<file path="src/rtl/lsu_dmem_ctrl_if.sv">
// Variable-latency req/ack data-memory port between the load/store unit and data memory.
// The LSU is the master: it drives the request fields and memory answers with rdata/ack.
interface lsu_dmem_ctrl_if;
  logic        mem_req;
  logic        mem_we;
  logic [31:0] mem_addr;
  logic [3:0]  mem_wstrb;
  logic [31:0] mem_wdata;
  logic [31:0] mem_rdata;
  logic        mem_ack;

  modport master (
    output mem_req,
    output mem_we,
    output mem_addr,
    output mem_wstrb,
    output mem_wdata,
    input  mem_rdata,
    input  mem_ack
  );

  modport slave (
    input  mem_req,
    input  mem_we,
    input  mem_addr,
    input  mem_wstrb,
    input  mem_wdata,
    output mem_rdata,
    output mem_ack
  );
endinterface

</file>
<file path="src/rtl/lsu_dmem_ctrl.sv">
// Load/store data-memory controller: aligns and strobes stores, extends loads and
// returns a one-cycle valid (with fault flags) that releases the core's stall.
module lsu_dmem_ctrl #(
  parameter int unsigned TIMEOUT = 16
) (
  input  logic        clk,
  input  logic        rst,
  input  logic        load,
  input  logic        store,
  input  logic [2:0]  funct3,
  input  logic [31:0] addr,
  input  logic [31:0] store_data,
  output logic        valid,
  output logic [31:0] load_data,
  output logic        misaligned,
  output logic        bus_err,
  lsu_dmem_ctrl_if.master mem
);

  localparam logic [7:0] TMO_LAST = 8'(TIMEOUT - 1);

  typedef enum logic [1:0] {IDLE, REQ, RESP} state_t;

  state_t      state_reg, state_next;

  logic        op_store_reg, op_store_next;
  logic [2:0]  funct3_reg, funct3_next;
  logic [1:0]  addr_lo_reg, addr_lo_next;
  logic        mis_reg, mis_next;
  logic        err_reg, err_next;
  logic [31:0] result_reg, result_next;
  logic [7:0]  cnt_reg, cnt_next;

  logic        valid_reg, valid_next;
  logic [31:0] load_data_reg, load_data_next;
  logic        misaligned_reg, misaligned_next;
  logic        bus_err_reg, bus_err_next;
  logic        mem_req_reg, mem_req_next;
  logic        mem_we_reg, mem_we_next;
  logic [31:0] mem_addr_reg, mem_addr_next;
  logic [3:0]  mem_wstrb_reg, mem_wstrb_next;
  logic [31:0] mem_wdata_reg, mem_wdata_next;

  logic        accept;
  logic        f3_legal;
  logic        f3_mis;
  logic        req_illegal;
  logic        req_misal;
  logic        ack_seen;
  logic        timeout_hit;
  logic [3:0]  lane_strb;
  logic [31:0] lane_wdata;
  logic [7:0]  rbyte [4];
  logic [7:0]  byte_sel;
  logic [15:0] half_sel;
  logic [31:0] load_ext;

  // The valid cycle still carries the finished instruction, so it is not re-accepted.
  assign accept = (state_reg == IDLE) && (load || store) && !valid_reg;

  always_comb begin
    f3_legal = 1'b0;
    case (funct3)
      3'b000, 3'b001, 3'b010: f3_legal = 1'b1;
      3'b100, 3'b101:         f3_legal = !store;
      default:                f3_legal = 1'b0;
    endcase
  end

  assign f3_mis      = ((funct3[1:0] == 2'b01) && addr[0]) ||
                       ((funct3[1:0] == 2'b10) && (addr[1:0] != 2'b00));
  assign req_illegal = !f3_legal;
  assign req_misal   = f3_legal && f3_mis;

  assign ack_seen    = (state_reg == REQ) && mem.mem_ack;
  assign timeout_hit = (state_reg == REQ) && !mem.mem_ack && (cnt_reg == TMO_LAST);

  generate
    for (genvar gi = 0; gi < 4; gi++) begin : g_lane
      localparam logic [1:0] LANE = 2'(gi);
      assign lane_strb[gi] = (funct3[1:0] == 2'b00) ? (addr[1:0] == LANE) :
                             (funct3[1:0] == 2'b01) ? (addr[1] == LANE[1]) :
                             1'b1;
      assign rbyte[gi] = mem.mem_rdata[8*gi +: 8];
    end
  endgenerate

  always_comb begin
    case (funct3[1:0])
      2'b00:   lane_wdata = {4{store_data[7:0]}};
      2'b01:   lane_wdata = {2{store_data[15:0]}};
      default: lane_wdata = store_data;
    endcase
  end

  assign byte_sel = rbyte[addr_lo_reg];
  assign half_sel = addr_lo_reg[1] ? mem.mem_rdata[31:16] : mem.mem_rdata[15:0];

  always_comb begin
    case (funct3_reg)
      3'b000:  load_ext = {{24{byte_sel[7]}}, byte_sel};
      3'b001:  load_ext = {{16{half_sel[15]}}, half_sel};
      3'b100:  load_ext = {24'd0, byte_sel};
      3'b101:  load_ext = {16'd0, half_sel};
      default: load_ext = mem.mem_rdata;
    endcase
  end

  always_ff @(posedge clk or negedge rst) begin
    if (!rst) begin
      state_reg <= IDLE;
    end else begin
      state_reg <= state_next;
    end
  end

  always_comb begin
    state_next = state_reg;
    case (state_reg)
      IDLE: begin
        if (accept) begin
          state_next = (req_illegal || req_misal) ? RESP : REQ;
        end
      end
      REQ: begin
        if (ack_seen || timeout_hit) begin
          state_next = RESP;
        end
      end
      RESP:    state_next = IDLE;
      default: state_next = IDLE;
    endcase
  end

  always_comb begin
    op_store_next   = op_store_reg;
    funct3_next     = funct3_reg;
    addr_lo_next    = addr_lo_reg;
    mis_next        = mis_reg;
    err_next        = err_reg;
    result_next     = result_reg;
    cnt_next        = cnt_reg;
    mem_req_next    = mem_req_reg;
    mem_we_next     = mem_we_reg;
    mem_addr_next   = mem_addr_reg;
    mem_wstrb_next  = mem_wstrb_reg;
    mem_wdata_next  = mem_wdata_reg;
    valid_next      = 1'b0;
    load_data_next  = 32'd0;
    misaligned_next = 1'b0;
    bus_err_next    = 1'b0;
    case (state_reg)
      IDLE: begin
        if (accept) begin
          op_store_next = store;
          funct3_next   = funct3;
          addr_lo_next  = addr[1:0];
          mis_next      = req_misal;
          err_next      = req_illegal;
          result_next   = 32'd0;
          cnt_next      = 8'd0;
          // Faulting instructions never touch the memory port.
          if (!req_illegal && !req_misal) begin
            mem_req_next   = 1'b1;
            mem_we_next    = store;
            mem_addr_next  = {addr[31:2], 2'b00};
            mem_wstrb_next = store ? lane_strb : 4'b0000;
            mem_wdata_next = store ? lane_wdata : 32'd0;
          end
        end
      end
      REQ: begin
        if (ack_seen) begin
          mem_req_next = 1'b0;
          mem_we_next  = 1'b0;
          result_next  = op_store_reg ? 32'd0 : load_ext;
        end else if (timeout_hit) begin
          mem_req_next = 1'b0;
          mem_we_next  = 1'b0;
          err_next     = 1'b1;
        end else begin
          cnt_next = cnt_reg + 8'd1;
        end
      end
      RESP: begin
        valid_next      = 1'b1;
        load_data_next  = result_reg;
        misaligned_next = mis_reg;
        bus_err_next    = err_reg;
      end
      default: ;
    endcase
  end

  always_ff @(posedge clk or negedge rst) begin
    if (!rst) begin
      op_store_reg   <= 1'b0;
      funct3_reg     <= 3'd0;
      addr_lo_reg    <= 2'd0;
      mis_reg        <= 1'b0;
      err_reg        <= 1'b0;
      result_reg     <= 32'd0;
      cnt_reg        <= 8'd0;
      valid_reg      <= 1'b0;
      load_data_reg  <= 32'd0;
      misaligned_reg <= 1'b0;
      bus_err_reg    <= 1'b0;
      mem_req_reg    <= 1'b0;
      mem_we_reg     <= 1'b0;
      mem_addr_reg   <= 32'd0;
      mem_wstrb_reg  <= 4'd0;
      mem_wdata_reg  <= 32'd0;
    end else begin
      op_store_reg   <= op_store_next;
      funct3_reg     <= funct3_next;
      addr_lo_reg    <= addr_lo_next;
      mis_reg        <= mis_next;
      err_reg        <= err_next;
      result_reg     <= result_next;
      cnt_reg        <= cnt_next;
      valid_reg      <= valid_next;
      load_data_reg  <= load_data_next;
      misaligned_reg <= misaligned_next;
      bus_err_reg    <= bus_err_next;
      mem_req_reg    <= mem_req_next;
      mem_we_reg     <= mem_we_next;
      mem_addr_reg   <= mem_addr_next;
      mem_wstrb_reg  <= mem_wstrb_next;
      mem_wdata_reg  <= mem_wdata_next;
    end
  end

  assign valid         = valid_reg;
  assign load_data     = load_data_reg;
  assign misaligned    = misaligned_reg;
  assign bus_err       = bus_err_reg;
  assign mem.mem_req   = mem_req_reg;
  assign mem.mem_we    = mem_we_reg;
  assign mem.mem_addr  = mem_addr_reg;
  assign mem.mem_wstrb = mem_wstrb_reg;
  assign mem.mem_wdata = mem_wdata_reg;

endmodule

</file>
<file path="src/flat_wrapper.sv">
// flat-port wrapper written by rule: the top's interface ports become plain ports
module lsu_dmem_ctrl_flat 
#(
  parameter int unsigned TIMEOUT = 16
)
  (clk, rst, load, store, funct3, addr, store_data, valid, load_data, misaligned, bus_err, mem_mem_req, mem_mem_we, mem_mem_addr, mem_mem_wstrb, mem_mem_wdata, mem_mem_rdata, mem_mem_ack);
  lsu_dmem_ctrl_if mem_i ();
  input  logic clk;
  input  logic rst;
  input  logic load;
  input  logic store;
  input  logic [2:0] funct3;
  input  logic [31:0] addr;
  input  logic [31:0] store_data;
  output logic valid;
  output logic [31:0] load_data;
  output logic misaligned;
  output logic bus_err;
  output wire logic [$bits(mem_i.mem_req)-1:0] mem_mem_req;
  output wire logic [$bits(mem_i.mem_we)-1:0] mem_mem_we;
  output wire logic [$bits(mem_i.mem_addr)-1:0] mem_mem_addr;
  output wire logic [$bits(mem_i.mem_wstrb)-1:0] mem_mem_wstrb;
  output wire logic [$bits(mem_i.mem_wdata)-1:0] mem_mem_wdata;
  input wire logic [$bits(mem_i.mem_rdata)-1:0] mem_mem_rdata;
  input wire logic [$bits(mem_i.mem_ack)-1:0] mem_mem_ack;
  assign mem_mem_req = mem_i.mem_req;
  assign mem_mem_we = mem_i.mem_we;
  assign mem_mem_addr = mem_i.mem_addr;
  assign mem_mem_wstrb = mem_i.mem_wstrb;
  assign mem_mem_wdata = mem_i.mem_wdata;
  assign mem_i.mem_rdata = mem_mem_rdata;
  assign mem_i.mem_ack = mem_mem_ack;
  lsu_dmem_ctrl #(.TIMEOUT(TIMEOUT)) u_core (.clk(clk), .rst(rst), .load(load), .store(store), .funct3(funct3), .addr(addr), .store_data(store_data), .valid(valid), .load_data(load_data), .misaligned(misaligned), .bus_err(bus_err), .mem(mem_i));
endmodule
</file>
<file path="config.mk">
export PLATFORM = sky130hd
export DESIGN_NAME = lsu_dmem_ctrl_flat
export DESIGN_NICKNAME = d
export VERILOG_FILES = /design/src/rtl/lsu_dmem_ctrl_if.sv /design/src/rtl/lsu_dmem_ctrl.sv /design/src/flat_wrapper.sv
export SDC_FILE = /design/constraint.sdc
export NUM_CORES = 1
export LEC_CHECK = 0
export ABC_AREA = 1
export ABC_CLOCK_PERIOD_IN_PS = 3900
export CAP_MARGIN = 20
export CELL_PAD_IN_SITES_DETAIL_PLACEMENT = 1
export CELL_PAD_IN_SITES_GLOBAL_PLACEMENT = 2
export CORE_MARGIN = 2
export CORE_UTILIZATION = 29
export CTS_CLUSTER_DIAMETER = 150
export DETAILED_ROUTE_END_ITERATION = 10
export PLACE_DENSITY = 0.84
export REMOVE_ABC_BUFFERS = 1
export SLEW_MARGIN = 20
export SYNTH_ARGS = -nofsm -noshare
export SYNTH_HDL_FRONTEND = slang
export SYNTH_SLANG_ARGS = --single-unit
</file>
<file path="constraint.sdc">
create_clock -name clk -period 3.9 [get_ports clk]
set_clock_uncertainty 0.1 [all_clocks]
set_input_delay 0.585 -clock clk [delete_from_list [all_inputs] [get_ports clk]]
set_output_delay 0.585 -clock clk [all_outputs]
set_load 0.05 [all_outputs]
</file>
Word-level counts from Yosys, hierarchy flattened:

Cells that the tools add are included.

* flip-flop bits (word level): 153
* bits in latches: 0
* bits in writable memories: 0
* bits in read-only memories: 0
* bits of input ports: 104
* logic and storage cells: 121
* memories: 0

* $add $sub $neg: 1
* multipliers: 0
* div/mod/pow operators: 0
* magnitude comparators: 1
* equal/unequal tests: 23
* shifts and indexed selects: 0
* multiplexer cells: 43
* bitwise logic cells: 2
* reductions and logical operators: 34

Operators with widths (count)
* 2-to-1 mux 32 bit: 5
* one-hot mux 32 bit (2 select lines): 2
* one-hot mux 32 bit (4 select lines): 1
* 2-to-1 mux 8 bit: 5
* 2-to-1 mux 1 bit: 18
* binary-select mux 8 bit (select 2 bit): 1
* 2-to-1 mux 16 bit: 1
* one-hot mux 8 bit (2 select lines): 1
* equality test 3 bit, second input constant: 4
* AND reduction 4 bit: 3
* logical AND 1 bit: 9
* adder 8 x 1 -> 8 bit, second input constant: 1
* equality test 2 bit, second input constant: 4
* equality test 8 x 4 -> 1 bit, second input constant: 1
* != test 2 bit, second input constant: 4
* one-hot mux 1 bit (2 select lines): 4
* equality test 2 x 1 -> 1 bit, second input constant: 3
* equality test 3 x 1 -> 1 bit, second input constant: 2
* logical NOT 2 bit: 3
* logical NOT 3 bit: 2
* 2-to-1 mux 2 bit: 3
* != test 2 x 1 -> 1 bit, second input constant: 3
* AND reduction 3 bit: 2
* logical NOT 1 bit: 5
* other kinds (12): 17

Longest topological paths before layout:

Gate-level depths: netlist of run 1.

* depth in word-level cells: 9
* gate-level depth with buffers: 10
* gate-level depth less buffers: 8

Worst setup path after synthesis of run 1:

OpenSTA, ideal clock, no wires.

* path kind: input -> register
* start: in funct3[0]
* end: reg u_core.mem_wdata_reg[0] (netlist: u_core.mem.mem_wdata[0])
* library setup time: 130 ps
* arrival time: 1482 ps
* data required time: 3670 ps
* setup slack: 2188 ps
* cell stages on the path: 10
* buffers on the path: 2
* cell sequence: inv_1 nand2_1 nand2_1 nand3_2 inv_2 nand2_4 buf_8 buf_6 nand2_1 o21ai_0

* cells in the longest elaborated chain, start to end: 7
* elaborated cells on any way between the ends: 17
* those cells by class: 6 x eq/ne; 1 x mux; 10 x reduce/logical

RTL lines
* start, declared: line flat_wrapper.sv:12 `input logic [2:0] funct3;`
* equality test 3 x 1 -> 1 bit (tied with other cells): line lsu_dmem_ctrl.sv:63 `case (funct3)`
* OR reduction 3 bit (tied with other cells): line lsu_dmem_ctrl.sv:63
* one-hot mux 1 bit (2 select lines) or logical OR 1 bit (tied branches): line lsu_dmem_ctrl.sv:63, lsu_dmem_ctrl.sv:70
* logical AND 1 bit: line lsu_dmem_ctrl.sv:73 `assign req_misal = f3_legal && f3_mis;`
* logical NOT 1 bit: line lsu_dmem_ctrl.sv:163 `if (!req_illegal && !req_misal) begin`
* logical AND 1 bit *: line lsu_dmem_ctrl.sv:163
* AND reduction 3 bit (no line) *
* end signal, assigned: line lsu_dmem_ctrl.sv:229 `mem_wdata_reg <= mem_wdata_next;`
* end, declared: line lsu_dmem_ctrl.sv:42 `logic [31:0] mem_wdata_reg, mem_wdata_next;`

Every way passes the cells marked *; elsewhere a longest branch is shown, timed or not.
A chain may end at the register's enable or synchronous reset.

Worst setup path in the final report of run 1:

* start: reg u_core.addr_lo_reg[1]
* end: reg u_core.result_reg[21]

* cells in the longest elaborated chain, start to end: 8
* elaborated cells on any way between the ends: 9
* those cells by class: 8 x mux; 1 x bitwise

RTL lines
* start, declared: line lsu_dmem_ctrl.sv:28 `logic [1:0] addr_lo_reg, addr_lo_next;`
* start signal, assigned: line lsu_dmem_ctrl.sv:216 `addr_lo_reg <= addr_lo_next;`
* inverter 2 -> 3 bit (implied by the code): line lsu_dmem_ctrl.sv:96 `assign byte_sel = rbyte[addr_lo_reg];`
* binary-select mux 8 bit (select 2 bit): line lsu_dmem_ctrl.sv:96
* 2-to-1 mux 8 bit (implied by the code) (2 in a row): line lsu_dmem_ctrl.sv:96
* one-hot mux 32 bit (4 select lines) *: line lsu_dmem_ctrl.sv:100 `case (funct3_reg)`
* 2-to-1 mux 32 bit *: line lsu_dmem_ctrl.sv:176 `result_next = op_store_reg ? 32'd0 : load_ext;`
* 2-to-1 mux 32 bit *: line lsu_dmem_ctrl.sv:173 `if (ack_seen) begin`
* one-hot mux 32 bit (2 select lines) *: line lsu_dmem_ctrl.sv:152 `case (state_reg)`
* end signal, assigned: line lsu_dmem_ctrl.sv:219 `result_reg <= result_next;`
* end, declared: line lsu_dmem_ctrl.sv:31 `logic [31:0] result_reg, result_next;`

Every way passes the cells marked *; elsewhere a longest branch is shown, timed or not. The select of a mux whose other input is x is not followed.

==> impl_metrics.toml, run 1 <==
[setup_path]
arrival_ns = 2.69
cp_max_fo = 16
critPathMaxStageDelay_ns = 0.66
cp-start-kind = "flip-flop"
critical_path.cell_chain = "inv_2 > nand3_1 > nand2_1 > nand2_2 > nand3_1 > nand2_1 > nand2_1"
rr_endpoint = "u_core.result_reg[21]$_DFFE_PN0P_"
criticalPathCategory = "reg -> reg"
critPathCaptureType = "flip-flop"
r2r_start = "u_core.addr_lo_reg[1]$_DFFE_PN0P_"
slowest_stage = "dfrtp_1"
rr_worst_depth = 7
worst_ep_required_time_ns = 4.10
ff2ff_setup_slack_ns = 1.41
cp_common_cell = "nand2_1"

[floorplanning]
die-width_um = 161
ioPinCount = 209
std_cell_rows = 57
die_y_um = 161
dieArea_um2 = 25800
initial_core_util_pct = 29.4
core_region_area_um2 = 24200

[sta]
rsz0062_at_grt = "false"
fmax_mhz = 401
finalHoldViolCount = 0
max_slew.worst_pin.slew_ns = 0.798
setup_violations = 0
fin_crit_sh_pct = 63.9
hold_slack_ns = 0.0530
slew-limit-headroom_pct = 46.6
setup-tns-final_ns = 0
drv_slew = 0
period_needed_ns = 2.49

[pwr]
power_density_nw_per_um2 = 784
leakage_nw = 4.70
ir_drop_mv = 0.363

[global_routing]
antenna_found_initial = 0
grt_max_degree = 75
grt_pass1_vias = 6607
grt_usage_pct = 17.8
overflow = 0
grt_pass1_wl_um = 36300

[yosys]
synth_area_um2 = 7120
synthTopCellsByCount = "nand2_1 (290), dfrtp_1 (153), nor2_1 (100)"
ys_types = 34
syn_area_per_cell_um2 = 8.08
yosys_most_used_dff = "dfrtp_1"
yosysMostFrequentCell = "nand2_1"
synth-seq-cells = 153
netlist.area_leader.share_pct = 53.8
synth_edf_count = 0
synthCells = 881
synth_area_leaders = "dfrtp_1 (54%), nand2_1 (15%), o21ai_0 (5.7%)"
synthArstFlopShare_pct = 100
ys_seq_area_share_pct = 53.8
synth_top_cell_by_area = "dfrtp_1"
ys.warnings.count = 0

[clock_network]
cts_tree = "built"
ctsResizeCount = 0
cts_root_buf = "clkbuf_16"
clkTransAtPathRegs_ns = 0.06
cts_max_level = 4
cts_sinks = 153
clock_latency_ns = 0.42
clock_path_buffers = 2
postCtsSetupBuffers = 0
cts_buffers = 17
cts.hold.buffers_added = 0

[place]
port_buffers = 206
dp.final_hpwl_um = 15900
place_congestion = 0.788
placed_cell_area_um2 = 9440

[final_layout]
drive_gt1_share_pct = 7.72
fillers = 2880
fin_area_um2 = 10000
multi_input_area_um2 = 2760
utilization_pct = 41.4
diodes = 0
area_delta_synth_final_pct = 40.6
finalNetCount = 1180
regArea_um2 = 3830

[routing]
dr.pass1.iters = 4
drtIter0Drc = 310
vias_per_cell = 4.57
ant_nets = 0
vias = 6456
drc = 0
wl_per_cell_um = 16.0
wl_um = 22700

[hold_path]
hold_class = "in -> async"

[flow_run]
cap_viol_max_count = 0

[status]
status = "complete, no violations"
[area by class of cell]
| cell class | instances | area share, % |
|---|---|---|
| flip-flops and latches | 153 | 38.3 |
| multi-input cells | 618 | 27.6 |
| repair buffers | 218 | 21.9 |
| clock buffers | 18 | 4.29 |
| well taps | 324 | 4.05 |
| inverters | 67 | 2.51 |
| clock inverters | 14 | 1.38 |
[critical path: cells and delay by family (launching register included)]
family	cells	cell delay (ns)
flip-flops	1	0.66
buffers and inverters	1	0.26
AND/OR/NAND/NOR	6	1.34
[routing by layer]
| layer | vias to the layer above | track usage (%) | wire length [um] |
|---|---|---|---|
| met5 | - | 0 | 0 |
| met4 | 0 | 5.81 | 370 |
| met3 | 24 | 4.26 | 1230 |
| met2 | 160 | 28.5 | 10500 |
| met1 | 3101 | 23.9 | 10500 |
| li1 | 3171 | - | - |
[worst max-delay path by stage]
stage / startpoint / to / slack, ns
floorplan: store / u_core.result_reg[0]$_DFFE_PN0P_ / 1.02
global placement: funct3[1] / u_core.mem.mem_wdata[25]$_DFFE_PN0P_ / 1.04
detailed placement: funct3[1] / u_core.mem.mem_wdata[25]$_DFFE_PN0P_ / 1.00
CTS: u_core.addr_lo_reg[1]$_DFFE_PN0P_ / u_core.result_reg[21]$_DFFE_PN0P_ / 1.33
global route: u_core.addr_lo_reg[1]$_DFFE_PN0P_ / u_core.result_reg[22]$_DFFE_PN0P_ / 1.11
finish: u_core.addr_lo_reg[1]$_DFFE_PN0P_ / u_core.result_reg[21]$_DFFE_PN0P_ / 1.41
[layout by cell type (no fill, tap or decap), types with 3 or more instances in the layout]
master,count
inv_2,7
o21ai_1,3
a21oi_1,5
o21ai_0,81
clkdlybuf4s50_1,205
nand4_1,3
o22ai_1,8
inv_1,58
clkinvlp_4,3
nor3_1,9
buf_4,9
dfrtp_1,153
nand3_1,64
or2_2,14
o21bai_1,10
nor2_1,100
nand2_1,290
buf_12,3
clkbuf_16,17
inv_6,5
o21ai_2,10
nand2_2,3
[logic make-up after synthesis]
logic type	after synthesis	share of synthesized area, %
compound gates	118	9.35
xor+xnor	4	0.492
fa+ha+maj	1	0.176
buf+inv	111	7.47
flops	153	53.8
mux	1	0.141
other cells	1	0.0527
simple gates	492	28.5
[where the power goes]
part / total (mW) / switching [mW] / internal (mW)
registers: 2.42 / 0.334 / 2.09
logic: 3.81 / 2.65 / 1.16
clock network: 1.62 / 0.723 / 0.896
total: 7.85 / 3.70 / 4.14
[per-stage QoR]
step | std cells | worst slack (ns) | power [mW]
after floorplan | 838 | 1.02 | 4.77
after global placement | 1380 | 1.04 | 6.24
after detailed placement | 1380 | 1.00 | 6.29
after CTS | 1412 | 1.33 | 7.96
after global routing | 1412 | 1.11 | 8.33
final | 1412 | 1.41 | 7.85
Note: power is estimated with default switching activity, not from simulation.
==> inputs of run 2 (changes only) <==
- ABC_CLOCK_PERIOD_IN_PS: 3900 -> 2200
- CORE_UTILIZATION: 29 -> 24
- PLACE_DENSITY: 0.84 -> 0.74
- clock period: 3.9 -> 2.2 ns (I/O delays scaled with it)
==> run 2 against run 1 <==
  * Power rose by 82%
  * Combinational power rose by 88%
  * Sequential cell count stayed put
  * Global-route usage decreased by 2.2 points
  * Worst hold slack gained 0.31 ns
  * Sequential power increased by 75%
  * Critical path depth shrank 6
  * Via count increased by 0.59%
  * Register-to-register slack lost 1.2 ns
  * Utilization shrank 6.1 points
  * First-iteration DRC count increased by 22%
  * Critical path type is now reg -> out
  * Highest routed layer unchanged
==> impl_metrics.toml, run 2 (synthesized netlist as in run 1, its figures left out) <==
[clock_network]
cts.hold.buffers_added = 1
ctsResizeCount = 0
clock_path_buffers = 2
postCtsSetupBuffers = 0
cts_buffers = 17
clkTransAtPathRegs_ns = 0.07
cts_root_buf = "clkbuf_16"
cts_tree = "built"
cts_sinks = 153
cts_max_level = 4
clock_latency_ns = 0.42

[pwr]
p_int_mw = 7.65
leakage_nw = 4.85
seqPwrFrac_pct = 29.6
netSwitchingFraction_pct = 46.6
comb_power_share_pct = 50.2
clkPwrFrac_pct = 20.2
power_density_nw_per_um2 = 1380
ir_drop_mv = 0.715
p_total_mw = 14.3
p_sw_mw = 6.66

[floorplanning]
ioPinCount = 209
std_cell_rows = 63
die-width_um = 176
initial_core_util_pct = 24.2
die_y_um = 176
core_region_area_um2 = 29400
dieArea_um2 = 31000

[place]
port_buffers = 206
dp.final_hpwl_um = 16900
dp_slack_ns = 0.141
place_congestion = 0.736

[global_routing]
grt_pass1_vias = 6809
antenna_found_initial = 0
overflow = 0
grt_max_degree = 58
grt_usage_pct = 15.6
grt_pass1_wl_um = 37800

[setup_path]
cp_max_fo = 2
slowest_stage = "clkdlybuf4s50_1"
path_buf_inv = 1
worst_ep_required_time_ns = 1.77
critical_path.cell_chain = "clkdlybuf4s50_1"
cp_top_family = "buffers and inverters"
critPathCaptureType = "output port"
cp-start-kind = "flip-flop"
criticalPathCategory = "reg -> out"
arrival_ns = 1.65
critPathMaxStageDelay_ns = 0.83

[sta]
fmax_mhz = 480
fin_crit_sh_pct = 94.7
setup-tns-final_ns = 0
hold_slack_ns = 0.364
setup_violations = 0
drv_slew = 0
rsz0062_at_grt = "false"
slew-limit-headroom_pct = 42.7
finalHoldViolCount = 0
period_needed_ns = 2.08
fin_ws_ns = 0.117
max_slew.worst_pin.slew_ns = 0.853

[final_layout]
layout_common_cells = "nand2_1 (290), clkdlybuf4s50_1 (204), dfrtp_1 (153), nor2_1 (100), o21ai_0 (81)"
multi_input_area_um2 = 2760
area_delta_synth_final_pct = 45.7
drive_gt1_share_pct = 9.70
utilization_pct = 35.3
diodes = 0
finalNetCount = 1205
fillers = 3473
layout_commonest_cell = "nand2_1"
regArea_um2 = 3830

[routing]
ant_nets = 0
drtIter0Drc = 377
wl_per_cell_um = 15.6
vias = 6494
wl_um = 23500
dr.pass1.iters = 4
drc = 0
vias_per_cell = 4.32

[flow_run]
cap_viol_max_count = 0

[hold_path]
hold_class = "in -> reg"

[status]
status = "complete, no violations"
==> run 2: area by class of cell <==
type | instances | share of cell area (%)
Tap cell | 390 | 4.71
Timing Repair Buffer | 243 | 23.8
Clock buffer | 19 | 4.18
Multi-Input combinational cell | 618 | 26.7
Sequential cell | 153 | 36.9
Clock inverter | 13 | 1.32
Inverter | 67 | 2.43
==> run 2: final timing paths <==
kind	slack (ns)	to	startpoint	cells past startpoint
max	0.12	mem_mem_wdata[20]	u_core.mem.mem_wdata[20]$_DFFE_PN0P_	1
max reg2reg	0.16	u_core.load_data[5]$_DFF_PN0_	u_core.state_reg[0]$_DFFE_PN0P_	4
min in group asynchronous	0.38	u_core.result_reg[30]$_DFFE_PN0P_	rst	2
min reg2reg	0.37	u_core.mem.mem_addr[19]$_DFFE_PN0P_	u_core.mem.mem_addr[19]$_DFFE_PN0P_	2
min	0.36	u_core.mem.mem_addr[17]$_DFFE_PN0P_	addr[17]	3
max in group asynchronous	0.99	u_core.mem.mem_addr[6]$_DFFE_PN0P_	rst	3
==> run 2: power by group through the flow <==
stage	Combinational, mW	Clock, mW	Sequential, mW
final	7.18	2.89	4.24
after global routing	7.80	3.11	4.36
after CTS	7.30	2.98	4.25
after detailed placement	7.28	0	4.28
after global placement	7.21	0	4.28
after floorplan	2.11	0	6.35
==> run 2: layer usage <==
metal	wire length (um)	part of all wire (%)	global-route usage, %
met5	0	0	0
met4	454	1.9	4.58
met3	1010	4.3	3.49
met2	10800	46	24.8
met1	11200	48	21.2
==> run 2: through the flow <==
step           instances  cell area, um2
2_1_floorplan        838            6840
3_3_place_gp        1470            9790
3_5_place_dp        1470            9790
4_1_cts             1503           10400
5_1_grt             1503           10400
6_report            1503           10400
==> run 2: worst min-delay path, stage by stage <==
cell and delay [ns]:
clkdlybuf4s50_1 0.40, nand3_1 0.08, nand2_1 0.05
